<file path="src/rtl/ysyx_22050550_mul_ctrl.sv">
// Request/response controller between the EXU and an external 64x64 multiplier.
// Defining YSYX_22050550_MULFUSE_EN adds a one-entry result cache that bypasses the multiplier on a repeat.
module ysyx_22050550_mul_ctrl (
    input  logic        clock,
    input  logic        reset,
    input  logic        req_valid,
    output logic        req_ready,
    input  logic [1:0]  req_op,
    input  logic        req_word,
    input  logic [63:0] req_src1,
    input  logic [63:0] req_src2,
    input  logic        flush,
    output logic        resp_valid,
    input  logic        resp_ready,
    output logic [63:0] resp_data,
    output logic        mul_valid,
    output logic        mul_flush,
    output logic        mul_w,
    output logic [1:0]  mul_signed,
    output logic [63:0] mul_a,
    output logic [63:0] mul_b,
    input  logic        mul_ready,
    input  logic        mul_out_valid,
    input  logic [63:0] mul_res_h,
    input  logic [63:0] mul_res_l
);
    typedef enum logic [1:0] {IDLE, ISSUE, WAIT, RESP} state_t;

    state_t      state;
    logic [1:0]  op_q;
    logic        word_q;
    logic [1:0]  sig_q;
    logic [63:0] src1_q;
    logic [63:0] src2_q;
    logic [63:0] data_q;

    logic        accept;
    logic [1:0]  acc_op;
    logic [1:0]  acc_sig;
    logic [63:0] res_sel;
    logic        hit;
    logic [63:0] hit_data;

    assign req_ready  = (state == IDLE) && !flush;
    assign accept     = req_valid && req_ready;
    assign mul_valid  = (state == ISSUE) && !flush;
    assign mul_flush  = (state == WAIT) && flush;
    assign resp_valid = (state == RESP) && !flush;
    assign resp_data  = data_q;
    assign mul_w      = word_q;
    assign mul_signed = sig_q;
    assign mul_a      = src1_q;
    assign mul_b      = src2_q;

    // A word request is always a MULW, whatever op accompanies it.
    always_comb begin
        acc_op = req_word ? 2'b00 : req_op;
        case (acc_op)
            2'b00, 2'b01: acc_sig = 2'b11;
            2'b10:        acc_sig = 2'b10;
            default:      acc_sig = 2'b00;
        endcase
    end

    always_comb begin
        if (word_q)
            res_sel = {{32{mul_res_l[31]}}, mul_res_l[31:0]};
        else if (op_q == 2'b00)
            res_sel = mul_res_l;
        else
            res_sel = mul_res_h;
    end

`ifdef YSYX_22050550_MULFUSE_EN
    logic        c_valid;
    logic [1:0]  c_sig;
    logic [63:0] c_src1;
    logic [63:0] c_src2;
    logic [63:0] c_h;
    logic [63:0] c_l;

    assign hit = c_valid && !req_word && (c_src1 == req_src1) && (c_src2 == req_src2)
                 && (c_sig == acc_sig);
    assign hit_data = (acc_op == 2'b00) ? c_l : c_h;

    // Flush never invalidates: the entry holds a completed product, not in-flight state.
    always_ff @(posedge clock) begin
        if (!reset) begin
            c_valid <= 1'b0;
            c_sig   <= '0;
            c_src1  <= '0;
            c_src2  <= '0;
            c_h     <= '0;
            c_l     <= '0;
        end else if (state == WAIT && !flush && mul_out_valid && !word_q) begin
            c_valid <= 1'b1;
            c_sig   <= sig_q;
            c_src1  <= src1_q;
            c_src2  <= src2_q;
            c_h     <= mul_res_h;
            c_l     <= mul_res_l;
        end
    end
`else
    assign hit      = 1'b0;
    assign hit_data = '0;
`endif

    always_ff @(posedge clock) begin
        if (!reset) begin
            state  <= IDLE;
            op_q   <= '0;
            word_q <= 1'b0;
            sig_q  <= '0;
            src1_q <= '0;
            src2_q <= '0;
            data_q <= '0;
        end else begin
            case (state)
                IDLE: begin
                    if (accept) begin
                        op_q   <= acc_op;
                        word_q <= req_word;
                        sig_q  <= acc_sig;
                        src1_q <= req_src1;
                        src2_q <= req_src2;
                        if (hit) begin
                            data_q <= hit_data;
                            state  <= RESP;
                        end else begin
                            state  <= ISSUE;
                        end
                    end
                end
                ISSUE: begin
                    if (flush)
                        state <= IDLE;
                    else if (mul_ready)
                        state <= WAIT;
                end
                WAIT: begin
                    if (flush) begin
                        state <= IDLE;
                    end else if (mul_out_valid) begin
                        data_q <= res_sel;
                        state  <= RESP;
                    end
                end
                RESP: begin
                    if (flush || resp_ready)
                        state <= IDLE;
                end
                default: state <= IDLE;
            endcase
        end
    end
endmodule

</file>
<file path="config.mk">
export PLATFORM = sky130hd
export DESIGN_NAME = ysyx_22050550_mul_ctrl
export DESIGN_NICKNAME = d
export VERILOG_FILES = /design/src/rtl/ysyx_22050550_mul_ctrl.sv
export SDC_FILE = /design/constraint.sdc
export NUM_CORES = 1
export LEC_CHECK = 0
export CAP_MARGIN = 20
export CORE_AREA = 4 4 179 181
export DETAILED_ROUTE_END_ITERATION = 10
export DIE_AREA = 0 0 183 185
export PLACE_DENSITY_LB_ADDON = 0.2
export SYNTH_ARGS = -nofsm -noshare
export SYNTH_HDL_FRONTEND = slang
export SYNTH_SLANG_ARGS = --single-unit
</file>
<file path="constraint.sdc">
create_clock -name clock -period 2 [get_ports clock]
set_input_delay 0.6 -clock clock [delete_from_list [all_inputs] [get_ports clock]]
set_output_delay 0.6 -clock clock [all_outputs]
set_load 0.005 [all_outputs]
</file>
======== Word-level counts from Yosys, hierarchy flattened ========
Cells that the tools add are included.
cells by class
  bitwise operators ....................... 1
  eq/ne operators ......................... 9
  reduce and logical (&&, ||, !) cells .... 14
  multiplexer cells ....................... 11
operators by type and width
  kind                                                                     count
  64-bit 2-to-1 mux                                                        2
  2-bit 2-to-1 mux                                                         7
  2-bit one-hot mux with 4 select lines                                    1
  2-bit == test, second input constant                                     3
  2-bit logical NOT                                                        3
  3-bit inequality test, second input constant                             2
  1-bit logical AND                                                        5
  2-bit by 1-bit == test with 1-bit output, second input constant          2
  2-bit one-hot mux with 2 select lines                                    1
  4-bit AND reduction                                                      1
  3-bit AND reduction                                                      1
  2-bit by 1-bit inequality test with 1-bit output, second input constant  1
  2-bit inequality test, second input constant                             1
  2-bit AND reduction                                                      1
  2-bit OR reduction                                                       1
  1-bit logical NOT                                                        1
  1-bit logical OR                                                         1
  1-bit inverter                                                           1
storage, ports and cells
  bits in registers ....................... 199
  input port bits ......................... 266

======== Longest topological paths before layout ========
  word-level depth ........................ 5
  depth in mapped cells ................... 7
  gate-level depth less buffers ........... 3

======== Worst setup path after synthesis ========
No wires, ideal clock.
  path type ............................... input-to-reg
  start ................................... in flush
  end ..................................... reg src2_q[10] (netlist: mul_b[10])
  arrival ................................. 1.796 ns
  data required time ...................... 1.868 ns
  stages on the path ...................... 7
  setup slack ............................. 0.072 ns
  path buffers ............................ 4
  cells stage by stage .................... clkbuf_1 or4b_1 clkbuf_1 buf_2 buf_2 nand2_1 a21oi_1
between the ends
  longest elaborated chain between the ends .. 4
RTL lines
  item                           line  source
  start, declared                12    input logic flush,
  1-bit logical NOT              44    assign req_ready = (state == IDLE) && !flush;
  1-bit logical AND              44
  1-bit logical AND              45    assign accept = req_valid && req_ready;
  2-bit AND reduction (no line)  -
  end signal, assigned           126   src2_q <= req_src2;
  end, declared                  34    logic [63:0] src2_q;
Every way passes these cells.
A chain may end at the register's enable or synchronous reset.

======== Final worst setup path ========
  start ................................... reg data_q[22] (netlist: resp_data[22])
  end ..................................... out resp_data[22]
RTL lines
  item                    line  source
  start, declared         35    logic [63:0] data_q;
  start signal, assigned  128   data_q <= hit_data;
  start signal, assigned  145   data_q <= res_sel;
  end, declared           15    output logic [63:0] resp_data,
No word-level cell between the ends.

==> flow_summary.toml <==
[clock_tree]
cts.sinks = 199
hold_buffers = 0
cts_tree = "yes"
path_clk_slew_ns = 0.08
h-tree-depth = 4
numCtsBuffers = 17
root_buffer = "clkbuf_16"
cts.path.max_buffers = 2
clk_latency_ns = 0.44

[final_layout]
nets = 1672
areaGrowthSynthToFinish_pct = 77.90
layout-drive-gt1-share_pct = 6.841
final_util_pct = 44.48

[sta]
rsz0062_at_grt = "false"
max_slew_margin_pct = 63.13
setup_slack_ns = 0.07699
hold_viol_final = 0
fin_crit_sh_pct = 96.15
fmax_mhz = 520.0
fin_crit_ns = 1.923
slew_viol_final = 0
setup_viol = 0
worst_pin_slew_ns = 0.5526
finClkSkew_ns = 0.01926

[yosys]
yosysMostFrequentCell = "nand2_1"
synthAdderAreaFrac_pct = 0
synth.area.top_cells = "dfxtp_1 52%, a21oi_1 15%, nand2_1 15%, a32o_1 4.2%, clkbuf_1 3.4%"
synth_xor_area_share_pct = 0
async_reset_ff_share_pct = 0
synth_edf_count = 0
synth.net_count = 1233
synth_warnings = 0
muxShareOfSynthArea_pct = 0
syn_area_um2 = 7609
synthFlopType = "dfxtp_1"
avgSynthCellArea_um2 = 7.868
synth_top_area_share_pct = 52.36
synth-seq-cells = 199
yosys.cell_types.count = 29
ys_seq_area_share_pct = 52.36
synth_cells = 967
synth_top_cell_by_area = "dfxtp_1"
synth_compound_area_share_pct = 21.95
synth_top_family_by_area = "compound AO/OA/AOI/OAI gates"
synthSimpleGateAreaFrac_pct = 20.75
synth.top_cells.by_count = "295 x nand2_1, 229 x a21oi_1, 199 x dfxtp_1"

[run_status]
status = "complete, no violations"

[placed_design]
portBuffers = 464
post-place-ws_ns = -0.5069
hpwl_um = 23450
place_congestion = 0.7993

[power_and_ir_drop]
p_sw_uw = 2300
pwr-share-comb_pct = 16.1
power.total_uw = 9038
powerDensity_nw_per_um2 = 667.8
pwr-share-seq_pct = 46.0
p_sw_share_pct = 25.45
peakVddDrop_v = 0.0004717
cellLeakagePower_uw = 0.005087
power.internal_uw = 6738
p_clk_share_pct = 37.9

[global_route]
globalRouteMet2Util_pct = 30.19
grt_max_degree = 81
antenna_found_initial = 2
overflow = 0
grt_pass1_vias = 8173
met1_usage_pct = 20.02
grt_usage_pct = 17.54
grtUsageMet3_pct = 7.423
busiest_layer = "met2"
grt_pass1_wl_um = 46900

[floorplan]
rows = 64
io_pins = 465
die_area_um2 = 33860
die-height_um = 185
die_w_um = 183
initial_core_util_pct = 25.00
coreArea_um2 = 30430

[setup_path]
cp_top_family = "buffers and inverters"
crit_path_max_fanout = 2
worst-path-buf-inv = 1
cpPeakStageDelay_ns = 0.52
arrival_ns = 1.32
critPathCaptureType = "output pin"
slowest_stage = "clkdlybuf4s50_1"
startpoint_type = "register"
critPathKind = "register to output pin"
worstPathCellList = "clkdlybuf4s50_1"
crit_required_ns = 1.40

[route]
detail_route.first_pass.iterations = 5
drt_iter0_drc = 351
ant_nets = 0
num_vias = 8371
wire_per_inst_um = 17.37
drt_wl_total_um = 31540
viasPerCell = 4.610
drc = 0

[worst_hold_path]
hold_path.class = "register to register"

[run]
cap_violations = 0
==> power by group through the flow <==
| stage | clock, uW | sequential [uW] | combinational [uW] |
|---|---|---|---|
| global route | 3720 | 4180 | 1590 |
| detailed placement | 0 | 4250 | 1480 |
| global placement | 0 | 4250 | 1460 |
| floorplan | 0 | 4260 | 450 |
| finish | 3420 | 4160 | 1460 |
| CTS | 3570 | 4160 | 1480 |
==> layout by cell type, fill, tap and decap left out, types with 2 or more instances in the layout <==
cell type        instances
dlymetal6s2s_1           4
inv_6                    3
nor2_1                  35
o21ai_0                 32
a21oi_1                229
dlygate4sd2_1            5
clkinv_4                 3
diode_2                  2
dfxtp_1                191
nand2_1                295
nand3b_1                 3
dfxtp_2                  5
clkinv_2                 3
buf_4                   33
clkbuf_16               17
dfxtp_4                  3
nor3_1                   2
nor4_1                  32
clkdlybuf4s50_1        453
inv_8                    2
a32o_1                  32
buf_12                  13
==> state kept, by name, indices dropped and copies added (netlist names) <==
register	count
mul_b	64
mul_signed	2
op_q	2
mul_w	1
mul_a	64
state	2
resp_data	64
==> per-stage QoR <==
stage | hold WS [ns] | TNS (ns) | instance area (um2) | instances
floorplan | 0.4527 | 0 | 7609 | 967
CTS | 0.4567 | 0 | 13520 | 1814
detailed placement | 0.4458 | -74.81 | 12940 | 1783
global route | 0.4731 | 0 | 13540 | 1816
global placement | 0.4411 | -68.03 | 12910 | 1782
finish | 0.4536 | 0 | 13540 | 1816
==> cell families after synthesis <==
logic type / Yosys count
DFF: 199
buffers and inverters: 92
and+or+nand+nor: 378
AOI/OAI and AO/OA: 298
==> path summary, 6_finish.rpt <==
check,startpoint,end,slack (ns),cells after the start
min,mul_b[52]$_SDFFE_PN0P_,mul_b[52]$_SDFFE_PN0P_,0.45,2
max,resp_data[22]$_SDFFE_PN0P_,resp_data[22],0.08,1
min reg2reg,mul_b[52]$_SDFFE_PN0P_,mul_b[52]$_SDFFE_PN0P_,0.45,2
max reg2reg,state[1]$_SDFFE_PN0P_,mul_b[28]$_SDFFE_PN0P_,0.28,5
==> layer usage <==
metal  share of wire, %  vias to the layer above
li1                   -                     4172
met1                 39                     3842
met2                 48                      327
met3                 10                       30
met4                2.1                        0
met5                  0                        -
==> what timing repair did <==
item                                    CTS  global route
gates cloned                              0             0
buffers inserted                          0             0
endpoints found under the setup margin    9             7
pin swaps                                 0             0
gates resized for setup                  15             7
==> layout make-up <==
type | instances | area (um2)
Antenna cell | 2 | 5.005
Clock buffer | 17 | 425.4
Clock inverter | 14 | 143.9
Fill cell | 3095 | 16890
Inverter | 1 | 6.256
Multi-Input combinational cell | 676 | 3278
Sequential cell | 199 | 4001
Tap cell | 396 | 495.5
Timing Repair Buffer | 511 | 5180
==> tightest hold or removal path, cell delays in order, from the launching register on <==
cell	delay [ns]
dfxtp_1	0.31
nand2_1	0.05
a21oi_1	0.05
Note: power is estimated with default switching activity, not from simulation.
